$ cat src/rtl/pipe_ctrl_pkg.sv
// Shared types for the pipeline stall/flush/redirect controller.
package pipe_ctrl_pkg;

    typedef logic        bit_t;
    typedef logic [31:0] word_t;

    typedef struct packed {
        logic stall_if;
        logic stall_id;
        logic stall_ex;
        logic stall_mem;
        logic stall_wb;
    } stall_t;

    typedef enum logic [1:0] {
        ST_IDLE     = 2'd0,
        ST_EXC_PEND = 2'd1,
        ST_BR_PEND  = 2'd2
    } pipe_ctrl_state_t;

    localparam stall_t STALL_NONE = '0;

endpackage

$ cat src/rtl/pipe_stall_merge.sv
// Merges per-stage stall requests into the stall vector; a later stage
// stalling freezes every earlier stage. A flush cycle forces all zeros.
module pipe_stall_merge
    import pipe_ctrl_pkg::*;
(
    input  logic   i_req_if,
    input  logic   i_req_id,
    input  logic   i_req_ex,
    input  logic   i_req_mem,
    input  logic   i_flush,
    output stall_t o_stall_raw,
    output stall_t o_stall
);

    stall_t w_raw;

    always_comb begin
        w_raw           = STALL_NONE;
        w_raw.stall_mem = i_req_mem;
        w_raw.stall_ex  = i_req_mem | i_req_ex;
        w_raw.stall_id  = i_req_mem | i_req_ex | i_req_id;
        w_raw.stall_if  = i_req_mem | i_req_ex | i_req_id | i_req_if;
    end

    assign o_stall_raw = w_raw;
    assign o_stall     = i_flush ? STALL_NONE : w_raw;

endmodule

$ cat src/rtl/pipe_ctrl.sv
// Pipeline stall/flush/redirect controller: merges stall requests, issues
// exception flushes and sequences PC redirects, deferring them when blocked.
//
// state       | meaning
// ST_IDLE     | nothing held; exceptions/mispredicts handled same cycle
// ST_EXC_PEND | exception target held until the dcache stall clears
// ST_BR_PEND  | mispredict target held until fetch is no longer stalled
module pipe_ctrl
    import pipe_ctrl_pkg::*;
#(
    parameter int ADDR_W  = 32,
    parameter int CNT_W   = 32,
    parameter int PERF_EN = 1
) (
    input  logic              clk,
    input  logic              rst,
    input  logic              stallreq_if,
    input  logic              stallreq_id,
    input  logic              stallreq_ex,
    input  logic              stallreq_mem,
    input  logic              except_valid,
    input  logic [ADDR_W-1:0] except_target,
    input  logic              mispredict_valid,
    input  logic [ADDR_W-1:0] mispredict_target,
    output stall_t            stall,
    output logic              flush,
    output logic              redirect_valid,
    output logic [ADDR_W-1:0] redirect_pc,
    output logic              pend_busy,
    output logic [CNT_W-1:0]  perf_stall_cycles
);

    pipe_ctrl_state_t  r_state;
    pipe_ctrl_state_t  w_state_nxt;
    logic [ADDR_W-1:0] r_target;
    logic [ADDR_W-1:0] w_target_nxt;
    logic              w_flush;
    logic              w_redirect;
    logic [ADDR_W-1:0] w_redirect_pc;
    stall_t            w_stall_raw;
    stall_t            w_stall;

    pipe_stall_merge u_merge (
        .i_req_if    (stallreq_if),
        .i_req_id    (stallreq_id),
        .i_req_ex    (stallreq_ex),
        .i_req_mem   (stallreq_mem),
        .i_flush     (w_flush),
        .o_stall_raw (w_stall_raw),
        .o_stall     (w_stall)
    );

    always_ff @(posedge clk or negedge rst) begin
        if (!rst) begin
            r_state  <= ST_IDLE;
            r_target <= '0;
        end else begin
            r_state  <= w_state_nxt;
            r_target <= w_target_nxt;
        end
    end

    always_comb begin
        w_state_nxt   = r_state;
        w_target_nxt  = r_target;
        w_flush       = 1'b0;
        w_redirect    = 1'b0;
        w_redirect_pc = '0;
        case (r_state)
            // A pending branch is discarded by an exception, so both states share this path.
            ST_IDLE, ST_BR_PEND: begin
                if (except_valid) begin
                    if (!stallreq_mem) begin
                        w_flush       = 1'b1;
                        w_redirect    = 1'b1;
                        w_redirect_pc = except_target;
                        w_state_nxt   = ST_IDLE;
                    end else begin
                        w_target_nxt = except_target;
                        w_state_nxt  = ST_EXC_PEND;
                    end
                end else if (mispredict_valid) begin
                    if (!w_stall_raw.stall_if) begin
                        w_redirect    = 1'b1;
                        w_redirect_pc = mispredict_target;
                        w_state_nxt   = ST_IDLE;
                    end else begin
                        w_target_nxt = mispredict_target;
                        w_state_nxt  = ST_BR_PEND;
                    end
                end else if (r_state == ST_BR_PEND && !w_stall_raw.stall_if) begin
                    w_redirect    = 1'b1;
                    w_redirect_pc = r_target;
                    w_state_nxt   = ST_IDLE;
                end
            end
            ST_EXC_PEND: begin
                if (!stallreq_mem) begin
                    w_flush       = 1'b1;
                    w_redirect    = 1'b1;
                    w_redirect_pc = r_target;
                    w_state_nxt   = ST_IDLE;
                end
            end
            default: w_state_nxt = ST_IDLE;
        endcase
    end

    assign stall          = w_stall;
    assign flush          = w_flush;
    assign redirect_valid = w_redirect;
    assign redirect_pc    = w_redirect_pc;
    assign pend_busy      = (r_state != ST_IDLE);

    generate
        if (PERF_EN != 0) begin : g_perf
            logic [CNT_W-1:0] r_perf;
            always_ff @(posedge clk or negedge rst) begin
                if (!rst) begin
                    r_perf <= '0;
                end else if (w_stall.stall_if) begin
                    r_perf <= r_perf + 1'b1;
                end
            end
            assign perf_stall_cycles = r_perf;
        end else begin : g_no_perf
            assign perf_stall_cycles = '0;
        end
    endgenerate

endmodule

$ cat config.mk
export PLATFORM = sky130hd
export DESIGN_NAME = pipe_ctrl
export DESIGN_NICKNAME = d
export VERILOG_FILES = /design/src/rtl/pipe_ctrl_pkg.sv /design/src/rtl/pipe_stall_merge.sv /design/src/rtl/pipe_ctrl.sv
export SDC_FILE = /design/constraint.sdc
export NUM_CORES = 1
export LEC_CHECK = 0
export BUFFER_PORTS_ARGS = -buffer_cell sky130_fd_sc_hd__buf_2
export CORE_ASPECT_RATIO = 1.5
export CORE_MARGIN = 3
export CORE_UTILIZATION = 50
export DETAILED_ROUTE_END_ITERATION = 6
export GPL_ROUTABILITY_DRIVEN = 0
export GPL_TIMING_DRIVEN = 0
export PLACE_DENSITY = 0.85
export SLEW_MARGIN = 5
export SYNTH_ARGS = -nofsm -noshare
export SYNTH_HDL_FRONTEND = slang
export SYNTH_SLANG_ARGS = --single-unit
export TNS_END_PERCENT = 1
$ cat constraint.sdc
create_clock -name clk -period 2.45 [get_ports clk]
set_input_delay 0.245 -clock clk [delete_from_list [all_inputs] [get_ports clk]]
set_output_delay 0.245 -clock clk [all_outputs]
set_load 0.03 [all_outputs]
==> results.py <==
metrics = {
    "place": {
        "dp_hpwl_microns": 8380,
        "dp_cells": 695,
        "postPlaceCellArea_sq_mm": 0.00474,
        "portBuffers": 142,
    },
    "final_layout": {
        "nets": 680,
        "instances_no_fill": 712,
        "final_util": 0.684,
        "multi_input_area_sq_mm": 0.00209,
        "antenna_cells": 0,
        "final-seq-area_sq_mm": 0.00165,
        "final_area_sq_mm": 0.00507,
        "drive_above_1_share": 0.320,
        "nFillCells": 631,
        "area_growth_pct": 30.1,
    },
    "synth": {
        "synth_area_leader_cell": "dfrtp_1",
        "synth_common_cells": "69 x nand2_1, 66 x dfrtp_1, 46 x nor2_1, 31 x a21oi_1, 28 x nand2b_1",
        "synth_area_sq_mm": 0.00390,
        "ys_seq_area_frac": 0.424,
        "ys_async_sr_fraction": 1.00,
        "ys_warn_count": 0,
        "syn_avg_cell_area_sq_um": 8.60,
        "synth-seq-cells": 66,
        "synth_nets": 526,
        "synth_top_area_frac": 0.424,
        "yosys_most_used_dff": "dfrtp_1",
        "synth_area_leaders": "dfrtp_1 42%, nand2_1 6.6%, o211ai_1 4.8%, xnor2_1 4.7%, nand2b_1 4.5%",
        "syn_inst": 453,
        "synth-edff-count": 0,
        "synth.distinct_cells": 46,
        "yosysMostFrequentCell": "nand2_1",
    },
    "outcome": {
        "violations": "hold timing",
        "status": "complete, but fails checks",
    },
    "global_route": {
        "grt_pass1_vias": 3867,
        "grt_pass1_wl_microns": 18400,
        "grt_remaining_overflow": 0,
        "grt_start_max_net_pins": 67,
        "track_usage": 0.257,
        "antenna_found_initial": 0,
    },
    "floorplanning": {
        "num_rows": 38,
        "die_w_microns": 78.1,
        "io_pins": 144,
        "core_area_sq_mm": 0.00742,
        "die_area_sq_mm": 0.00891,
        "dieHeight_microns": 114,
        "initial_core_util": 0.525,
    },
    "sta": {
        "relSlewSlack": 0.450,
        "maxSlewViolCount": 0,
        "setup-violations-final": 0,
        "rsz0062_at_grt": "true",
        "clock_skew_ps": 13.5,
        "worstMarginPinSlew_ps": 826,
        "hold_viol_final": 28,
        "min_period_ps": 2410,
        "finalCritPeriodShare": 0.984,
        "timing.fmax_mhz": 415,
        "whs_ps": -18.3,
    },
    "setup_path": {
        "cp-startpoint": "r_state[0]",
        "start_kind": "flop",
        "cp.arrival_ps": 2170,
        "required_ps": 2200,
        "cp_max_fo": 10,
        "cp-end-kind": "output pin",
        "timing_worst_setup_path_type": "flop to output pin",
        "r2r_start": "r_state[0]",
    },
    "routing": {
        "vias_per_cell": 5.75,
        "dr.pass1.iters": 5,
        "via_count": 4092,
        "wl_per_cell_microns": 16.1,
        "ant_nets": 0,
        "drcViolationCount": 0,
        "first_iter_violations": 434,
        "wirelength_microns": 11500,
    },
    "pwr": {
        "p_total_mw": 3.35,
        "vdd_drop_max_uv": 401,
        "power_density_mw_per_mm2": 661,
        "leakage_nw": 2.46,
    },
    "clocking": {
        "htree_levels": 3,
        "clkTransAtPathRegs_ps": 80,
        "cts_tree": "done",
        "clk_path_buf_depth": 2,
        "cts_root_buf": "clkbuf_8",
        "cts.sink_count": 66,
        "clock_latency_ps": 360,
        "hold_buffers": 0,
        "cts_made_buffers": 9,
    },
    "run": {
        "maxCapViolations": 0,
    },
    "worst_hold_path": {
        "worstHoldPathType": "primary input to async pin",
    },
}
## final cells by class
cell class / instances / area share
multi-input cells: 349 / 0.412
clock inverters: 6 / 0.0178
flip-flops and latches: 66 / 0.326
plain buffers: 30 / 0.0336
clock buffers: 10 / 0.0252
well taps: 100 / 0.0247
inverters: 8 / 0.00592
repair buffers: 143 / 0.155
## flip-flops by register name (all words and copies together) (netlist names)
name / cells
perf_stall_cycles: 32
r_target: 32
r_state: 2
## cell families (layout without fill, tap and decap cells)
group                    Yosys count  after routing  share of synthesized area
other                              1              1                   0.000962
AND/OR/NAND/NOR                  188            188                      0.246
multiplexers                       7              7                     0.0183
adder cells (fa/ha/maj)            1              1                    0.00321
AO/OA/AOI/OAI                    121            121                      0.196
XOR/XNOR                          31             31                     0.0697
flip-flops                        66             66                      0.424
buffers and inverters             38            197                     0.0417
## placed cells by master (no fill, tap or decap), types with 2 or more instances in the layout
| cell | instances |
|---|---|
| nand4_1 | 3 |
| o21ai_1 | 8 |
| o211ai_1 | 25 |
| dfrtp_1 | 66 |
| nor3_1 | 3 |
| clkbuf_1 | 10 |
| nand3b_1 | 3 |
| a31oi_1 | 26 |
| nand2b_1 | 28 |
| nand3_1 | 7 |
| nand2_1 | 69 |
| xor2_1 | 10 |
| clkbuf_2 | 8 |
| buf_6 | 9 |
| a222oi_1 | 6 |
| a21oi_1 | 31 |
| clkbuf_8 | 10 |
| buf_4 | 13 |
| or3_1 | 2 |
| o21ai_0 | 20 |
| nor2_1 | 45 |
| nand4_2 | 3 |
| bufinv_16 | 2 |
| inv_1 | 8 |
| buf_2 | 132 |
| mux2i_1 | 6 |
| xnor2_1 | 21 |
| and4_1 | 4 |
| and3_1 | 8 |
## per-layer routing
metal,up-vias,GRT usage,part of all wire
met5,-,0,0
met4,0,0.100,0.026
met3,27,0.0441,0.067
met2,192,0.447,0.53
met1,1970,0.316,0.38
li1,1903,-,-
## power breakdown
part	internal [mW]	total, mW	switching (mW)
clock network	0.577	1.02	0.448
logic	0.347	0.952	0.605
registers	1.25	1.38	0.122
## worst max-delay path, cell delays in order (launching register included)
cell and delay (ps):
dfrtp_1 370, buf_6 140, nor4_4 150, nand3b_1 130, buf_6 160, o32ai_4 420
a222oi_1 200, inv_1 110, buf_6 130
## path summary, 6_finish.rpt
kind	endpoint	slack, ps	depth (start not counted)
max	redirect_pc[24]	40	8
min	perf_stall_cycles[0]	-20	1
max reg2reg	perf_stall_cycles[1]	650	6
min reg2reg	perf_stall_cycles[31]	470	1
max in group asynchronous	r_target[11]	1920	1
min in group clk	r_target[10]	170	3
## per-stage QoR
| step | worst slack, ps | TNS [ps] | hold WS, ps |
|---|---|---|---|
| 6_report | 38.1 | 0 | -18.3 |
| 5_1_grt | -46.9 | -107 | 40.1 |
| 4_1_cts | -62.3 | -66.7 | 18.7 |
| 3_5_place_dp | 84.7 | 0 | 403 |
| 3_3_place_gp | 136 | 0 | 458 |
| 2_1_floorplan | 441 | 0 | -50.6 |
## what timing repair did
action                                  4_1_cts  5_1_grt
pin swaps                                     1       10
gates resized for setup                      29       24
setup buffers                                 1        0
cloned                                        0        0
endpoints found under the setup margin       32       31
(Power assumes the default switching activity.)
